===== config.mk =====
export PLATFORM = sky130hd
export DESIGN_NAME = ddr_cmd_arbiter
export DESIGN_NICKNAME = d
export VERILOG_FILES = /design/src/rtl/ddr_arb_pkg.sv /design/src/rtl/ddr_rr_arb2.sv /design/src/rtl/ddr_cmd_arbiter.sv
export SDC_FILE = /design/constraint.sdc
export NUM_CORES = 1
export LEC_CHECK = 0
export ABC_AREA = 1
export BUFFER_PORTS_ARGS = -buffer_cell sky130_fd_sc_hd__buf_2
export CORE_AREA = 2 2 143 145
export DETAILED_ROUTE_END_ITERATION = 6
export DIE_AREA = 0 0 145 147
export SLEW_MARGIN = 20
export SYNTH_ARGS = -nofsm -noshare
export SYNTH_HDL_FRONTEND = slang
export SYNTH_SLANG_ARGS = --single-unit

===== constraint.sdc =====
create_clock -name core_clk -period 4.63 [get_ports core_clk]
set_input_delay 1.389 -clock core_clk [delete_from_list [all_inputs] [get_ports core_clk]]
set_output_delay 1.389 -clock core_clk [all_outputs]
set_load 0.005 [all_outputs]

===== src/rtl/ddr_arb_pkg.sv =====
// rtl/ddr_arb_pkg.sv - shared types and constants for the DDR command arbiter
package ddr_arb_pkg;

  typedef enum logic [1:0] {
    ST_WAIT_INIT = 2'd0,
    ST_ARB       = 2'd1,
    ST_CMD       = 2'd2,
    ST_WDATA     = 2'd3
  } arb_state_t;

  localparam logic REQ_W = 1'b0;
  localparam logic REQ_R = 1'b1;

  localparam int RD_OS_CNT_W = 4;

endpackage


===== src/rtl/ddr_rr_arb2.sv =====
// rtl/ddr_rr_arb2.sv - two-way round-robin grant, pointer moves away from each winner
module ddr_rr_arb2
  import ddr_arb_pkg::*;
(
  input  logic clk,
  input  logic rst,
  input  logic en,
  input  logic req_w,
  input  logic req_r,
  output logic grant_w,
  output logic grant_r
);

  logic ptr;

  // Pointer only breaks ties; a lone requester always wins
  always_comb begin
    grant_w = en && req_w && (!req_r || (ptr == REQ_W));
    grant_r = en && req_r && (!req_w || (ptr == REQ_R));
  end

  // After any grant the other requester gets priority
  always_ff @(posedge clk) begin
    if (rst) begin
      ptr <= REQ_W;
    end else if (grant_w) begin
      ptr <= REQ_R;
    end else if (grant_r) begin
      ptr <= REQ_W;
    end
  end

endmodule


===== src/rtl/ddr_cmd_arbiter.sv =====
// rtl/ddr_cmd_arbiter.sv - shares the DDR user command/write-data port between DMA write and read engines
module ddr_cmd_arbiter
  import ddr_arb_pkg::*;
#(
  parameter int ADDR_W    = 28,
  parameter int LEN_W     = 4,
  parameter int DATA_W    = 128,
  parameter int MAX_RD_OS = 4
) (
  input  logic                   core_clk,
  input  logic                   core_rst,
  input  logic                   ddr_init_done,
  input  logic                   w_cmd_valid,
  output logic                   w_cmd_ready,
  input  logic [ADDR_W-1:0]      w_cmd_addr,
  input  logic [LEN_W-1:0]       w_cmd_len,
  input  logic                   w_dat_valid,
  output logic                   w_dat_ready,
  input  logic [DATA_W-1:0]      w_dat,
  input  logic                   r_cmd_valid,
  output logic                   r_cmd_ready,
  input  logic [ADDR_W-1:0]      r_cmd_addr,
  input  logic [LEN_W-1:0]       r_cmd_len,
  output logic                   m_cmd_valid,
  input  logic                   m_cmd_ready,
  output logic                   m_cmd_wr,
  output logic [ADDR_W-1:0]      m_cmd_addr,
  output logic [LEN_W-1:0]       m_cmd_len,
  output logic                   m_wdat_valid,
  input  logic                   m_wdat_ready,
  output logic [DATA_W-1:0]      m_wdat,
  output logic                   m_wdat_last,
  input  logic                   m_rlast_valid,
  output logic [RD_OS_CNT_W-1:0] rd_os_cnt
);

  arb_state_t       state, state_nxt;
  logic             arb_en, grant_w, grant_r;
  logic             elig_w, elig_r;
  logic             cmd_hs, beat_hs, rd_inc, rd_dec;
  logic [LEN_W-1:0] beat_cnt;

  assign elig_w  = w_cmd_valid;
  assign elig_r  = r_cmd_valid && (rd_os_cnt < RD_OS_CNT_W'(MAX_RD_OS));
  assign cmd_hs  = m_cmd_valid && m_cmd_ready;
  assign beat_hs = (state == ST_WDATA) && w_dat_valid && m_wdat_ready;
  assign rd_inc  = cmd_hs && !m_cmd_wr;
  assign rd_dec  = m_rlast_valid && (rd_os_cnt != '0);

  // Data bus follows the writer; only the valid/ready gating depends on state
  assign m_wdat = w_dat;

  ddr_rr_arb2 u_rr (
    .clk     (core_clk),
    .rst     (core_rst),
    .en      (arb_en),
    .req_w   (elig_w),
    .req_r   (elig_r),
    .grant_w (grant_w),
    .grant_r (grant_r)
  );

  // State register
  always_ff @(posedge core_clk) begin
    if (core_rst) begin
      state <= ST_WAIT_INIT;
    end else begin
      state <= state_nxt;
    end
  end

  // Next state plus the state-decoded handshakes and write-beat forwarding
  always_comb begin
    state_nxt    = state;
    arb_en       = 1'b0;
    w_cmd_ready  = 1'b0;
    r_cmd_ready  = 1'b0;
    m_wdat_valid = 1'b0;
    w_dat_ready  = 1'b0;
    m_wdat_last  = 1'b0;
    case (state)
      ST_WAIT_INIT: begin
        if (ddr_init_done) state_nxt = ST_ARB;
      end
      ST_ARB: begin
        arb_en      = 1'b1;
        w_cmd_ready = grant_w;
        r_cmd_ready = grant_r;
        if (grant_w || grant_r) state_nxt = ST_CMD;
      end
      ST_CMD: begin
        if (m_cmd_ready) state_nxt = m_cmd_wr ? ST_WDATA : ST_ARB;
      end
      ST_WDATA: begin
        m_wdat_valid = w_dat_valid;
        w_dat_ready  = m_wdat_ready;
        m_wdat_last  = (beat_cnt == '0);
        if (beat_hs && (beat_cnt == '0)) state_nxt = ST_ARB;
      end
      default: state_nxt = ST_WAIT_INIT;
    endcase
  end

  // Registered command slot, write beat countdown and outstanding-read count
  always_ff @(posedge core_clk) begin
    if (core_rst) begin
      m_cmd_valid <= 1'b0;
      m_cmd_wr    <= 1'b0;
      m_cmd_addr  <= '0;
      m_cmd_len   <= '0;
      beat_cnt    <= '0;
      rd_os_cnt   <= '0;
    end else begin
      if (grant_w) begin
        m_cmd_valid <= 1'b1;
        m_cmd_wr    <= 1'b1;
        m_cmd_addr  <= w_cmd_addr;
        m_cmd_len   <= w_cmd_len;
      end else if (grant_r) begin
        m_cmd_valid <= 1'b1;
        m_cmd_wr    <= 1'b0;
        m_cmd_addr  <= r_cmd_addr;
        m_cmd_len   <= r_cmd_len;
      end else if (cmd_hs) begin
        m_cmd_valid <= 1'b0;
      end

      if (cmd_hs && m_cmd_wr) begin
        beat_cnt <= m_cmd_len;
      end else if (beat_hs) begin
        beat_cnt <= beat_cnt - LEN_W'(1);
      end

      case ({rd_inc, rd_dec})
        2'b10:   rd_os_cnt <= rd_os_cnt + RD_OS_CNT_W'(1);
        2'b01:   rd_os_cnt <= rd_os_cnt - RD_OS_CNT_W'(1);
        default: rd_os_cnt <= rd_os_cnt;
      endcase
    end
  end

endmodule


==> flow_summary.toml <==
[critical_path]
critPathKind = "input port to primary output"
worst_r2r_startpoint = "rd_os_cnt[2]"
cp_data_arrival_time_ns = 1.93
regToRegEndpoint = "rd_os_cnt[2]"
cp_data_required_time_ns = 3.24
worstPathMaxFanout = 3
setup.worst_path.start_class = "input port"
cp_endpoint_kind = "primary output"
setup.reg_to_reg.worst_slack_ns = 2.72
reg2reg_depth = 11

[synthesis]
top_ff_cell_synth = "sky130_fd_sc_hd__dfxtp_1"
synth-seq-cells = 44
yosys.area_share.xor_xnor = 0.00543
synth_async_sr_flop_share = 0
number_of_enable_flip_flop_cells_after_synthesis = 0
average_cell_area_after_synthesis_um2 = 7.29
netlist_top_cells_area = "sky130_fd_sc_hd__buf_4, sky130_fd_sc_hd__dfxtp_1, sky130_fd_sc_hd__nand3_1"
post-synth-top-area-fraction = 0.305
synth_top_area_cell = "sky130_fd_sc_hd__buf_4"
synthCells = 443
synth_cell_types = 25
synth_compound_gate_area_share = 0.0957
synth-seq-area-share = 0.273
synth_nets = 654
yosys_warn_count = 0
adder_and_majority_cell_fraction_of_the_synthesized_area = 0.0388
synth-simple-area-share = 0.221
post_synth_instance_area_um2 = 3230
combinational_family_with_the_most_area_after_synthesis = "buffers and inverters"
synth.area.mux_share = 0

[detailed_routing]
wirelength_um = 10500
remaining_drcs = 0
wire_per_inst_um = 15.1
average_via_count_per_standard_cell = 3.94
detailedRoute.firstPassIterationCount = 4
num_vias = 2739
route.antenna.remaining_nets = 0
drtIter0Drc = 123

[timing]
timing.fmax_ghz = 0.301
layout_skew_ns = 0.00514
grt_setup_unrepaired = "false"
finalWorstPathRequiredPeriod_ns = 3.32
setup-violations-final = 0
worst_slew_margin_rel = 0.638
period_share = 0.717
worst_slack_ns = 1.31
setup_tns_ns = 0
finalHoldViolations = 0
timing_worst_slew_pin_value_ns = 0.543
slew_viol_final = 0
hold-worst-slack_ns = 0.479

[power]
internal_power_uw = 941
peakVddDrop_uv = 165
cellPowerDensity_nw_per_um2 = 464
power_switching_share = 0.385
power.switching_uw = 589
pwr-share-clk = 0.276
share_comb_of_total_power = 0.382
power.share.sequential = 0.342
p_leak_nw = 1.49

[cells_and_area]
insertedDiodeCount = 0
layout-drive-gt1-share = 0.311
area_growth_syn_to_layout_pct = 2.13
finalNetCount = 635
postLayoutCoreUtil = 0.166

[cts]
tritoncts.num_buffers = 5
clk_root_buffer_cell = "sky130_fd_sc_hd__clkbuf_16"
clkSlewWorstSetupHoldPaths_ns = 0.07
cts-htree-levels = 2
clk_latency_ns = 0.29
maximum_root_to_sink_buffer_count = 2
cts_hold_buf = 0
post_cts_resized = 0
clock_tree_from_tritoncts = "yes"
clock_sink_total = 44
postCtsSetupRepairBufs = 0

[floorplan]
dieHeight_um = 147
pin_count = 372
die_area_um2 = 21300
core.rowCount = 52
floorplan.initialDensity = 0.163
placeableCoreArea_um2 = 19800
die_w_um = 145

[min_path]
min_delay_worst_endpoint = "beat_cnt[0]"
worstHoldStart = "beat_cnt[0]"
worst_hold_path.num_cells = 1
min_path_type = "register to register"

[place]
post-place-ws_ns = 1.30
place.port_buffers = 115
post-dp-hpwl_um = 7710
globalplace.congestion = 0.749

[global_route]
grt_start_max_net_pins = 35
grt-ovfl-total = 0
grt_pass1_wl_um = 15200
gr-usage-all-layers = 0.0959
initial_antenna_violation_count = 0
grt_pass1_vias = 2603

[run_status]
result_of_the_run = "completed"

[run]
max-cap-violations = 0
sequential cells by signal, summed over array words and instances, names as in the netlist:
name / flops
m_cmd_valid: 1
m_cmd_wr: 1
rd_os_cnt: 4
m_cmd_addr: 28
m_cmd_len: 4
state: 2
beat_cnt: 4
critical path: stages:
cell,delay [ns]
sky130_fd_sc_hd__buf_2,0.13
sky130_fd_sc_hd__nand4_4,0.12
sky130_fd_sc_hd__nor2_4,0.16
sky130_fd_sc_hd__buf_2,0.14
cell usage after synthesis (2+ instances only):
library cell / count
sky130_fd_sc_hd__dfxtp_1: 44
sky130_fd_sc_hd__o21ai_0: 9
sky130_fd_sc_hd__clkbuf_1: 7
sky130_fd_sc_hd__buf_2: 8
sky130_fd_sc_hd__buf_4: 131
sky130_fd_sc_hd__nand4_1: 3
sky130_fd_sc_hd__nand3_1: 74
sky130_fd_sc_hd__nor2_1: 14
sky130_fd_sc_hd__a21oi_1: 5
sky130_fd_sc_hd__inv_1: 32
sky130_fd_sc_hd__nand2_1: 58
sky130_fd_sc_hd__nor3_1: 3
sky130_fd_sc_hd__o211ai_1: 2
sky130_fd_sc_hd__inv_2: 2
sky130_fd_sc_hd__ha_1: 10
sky130_fd_sc_hd__a31oi_1: 32
power by group through the flow:
stage	clock (mW)	sequential (mW)	combinational, mW
5_1_grt	0.452	0.535	0.661
4_1_cts	0.439	0.525	0.601
3_5_place_dp	0	0.533	0.598
3_3_place_gp	0	0.533	0.591
2_1_floorplan	0	0.526	0.448
6_report	0.422	0.524	0.584
area by class of cell:
type | count | area [µm²]
fillers | 2249 | 16500
clock inverters | 2 | 35.0
flip-flops and latches | 44 | 881
clock buffers | 6 | 129
repair buffers | 121 | 621
multi-input cells | 218 | 1170
inverters | 34 | 128
well taps | 270 | 338
per-stage QoR:
stage / area [µm²] / cells / power [mW]
floorplan: 3230 / 443 / 0.973
global placement: 3130 / 687 / 1.12
detailed placement: 3130 / 687 / 1.13
CTS: 3300 / 695 / 1.57
global route: 3300 / 695 / 1.65
finish: 3300 / 695 / 1.53
cells by family after synthesis:
kind of cell	after synthesis
buffers and inverters	181
adder cells (fa/ha/maj)	10
AND/OR/NAND/NOR	155
flip-flops	44
XOR/XNOR	2
AO/OA/AOI/OAI	51
worst max-delay path by stage:
stage | to | depth (start not counted) | from | slack (ns)
floorplan | w_cmd_ready | 5 | w_cmd_valid | 1.34
global placement | r_cmd_ready | 5 | w_cmd_valid | 1.30
detailed placement | r_cmd_ready | 4 | r_cmd_valid | 1.30
CTS | r_cmd_ready | 4 | r_cmd_valid | 1.30
global route | w_cmd_ready | 5 | r_cmd_valid | 1.24
finish | r_cmd_ready | 4 | r_cmd_valid | 1.31
layout by cell type, fill, tap and decap left out, types with 3 or more instances in the layout:
master / Yosys / layout
sky130_fd_sc_hd__buf_2: 8 / 115
sky130_fd_sc_hd__nand4_1: 3 / 3
sky130_fd_sc_hd__clkbuf_16: 0 / 5
sky130_fd_sc_hd__dfxtp_1: 44 / 44
sky130_fd_sc_hd__nor3_1: 3 / 3
sky130_fd_sc_hd__ha_1: 10 / 10
sky130_fd_sc_hd__a31oi_1: 32 / 32
sky130_fd_sc_hd__a21oi_1: 5 / 5
sky130_fd_sc_hd__inv_1: 32 / 32
sky130_fd_sc_hd__buf_4: 131 / 6
sky130_fd_sc_hd__o21ai_0: 9 / 9
sky130_fd_sc_hd__nor2_1: 14 / 14
sky130_fd_sc_hd__nand3_1: 74 / 74
sky130_fd_sc_hd__nand2_1: 58 / 58
layer usage:
layer	vias to the layer above	wire (µm)	GRT usage	part of all wire
met5	-	0	0	0
met4	0	549	0.0614	0.052
met3	49	930	0.0360	0.089
met2	144	4870	0.159	0.47
met1	1248	4120	0.103	0.39
li1	1298	-	-	-
No activity file was read; power rests on OpenSTA's default activity.
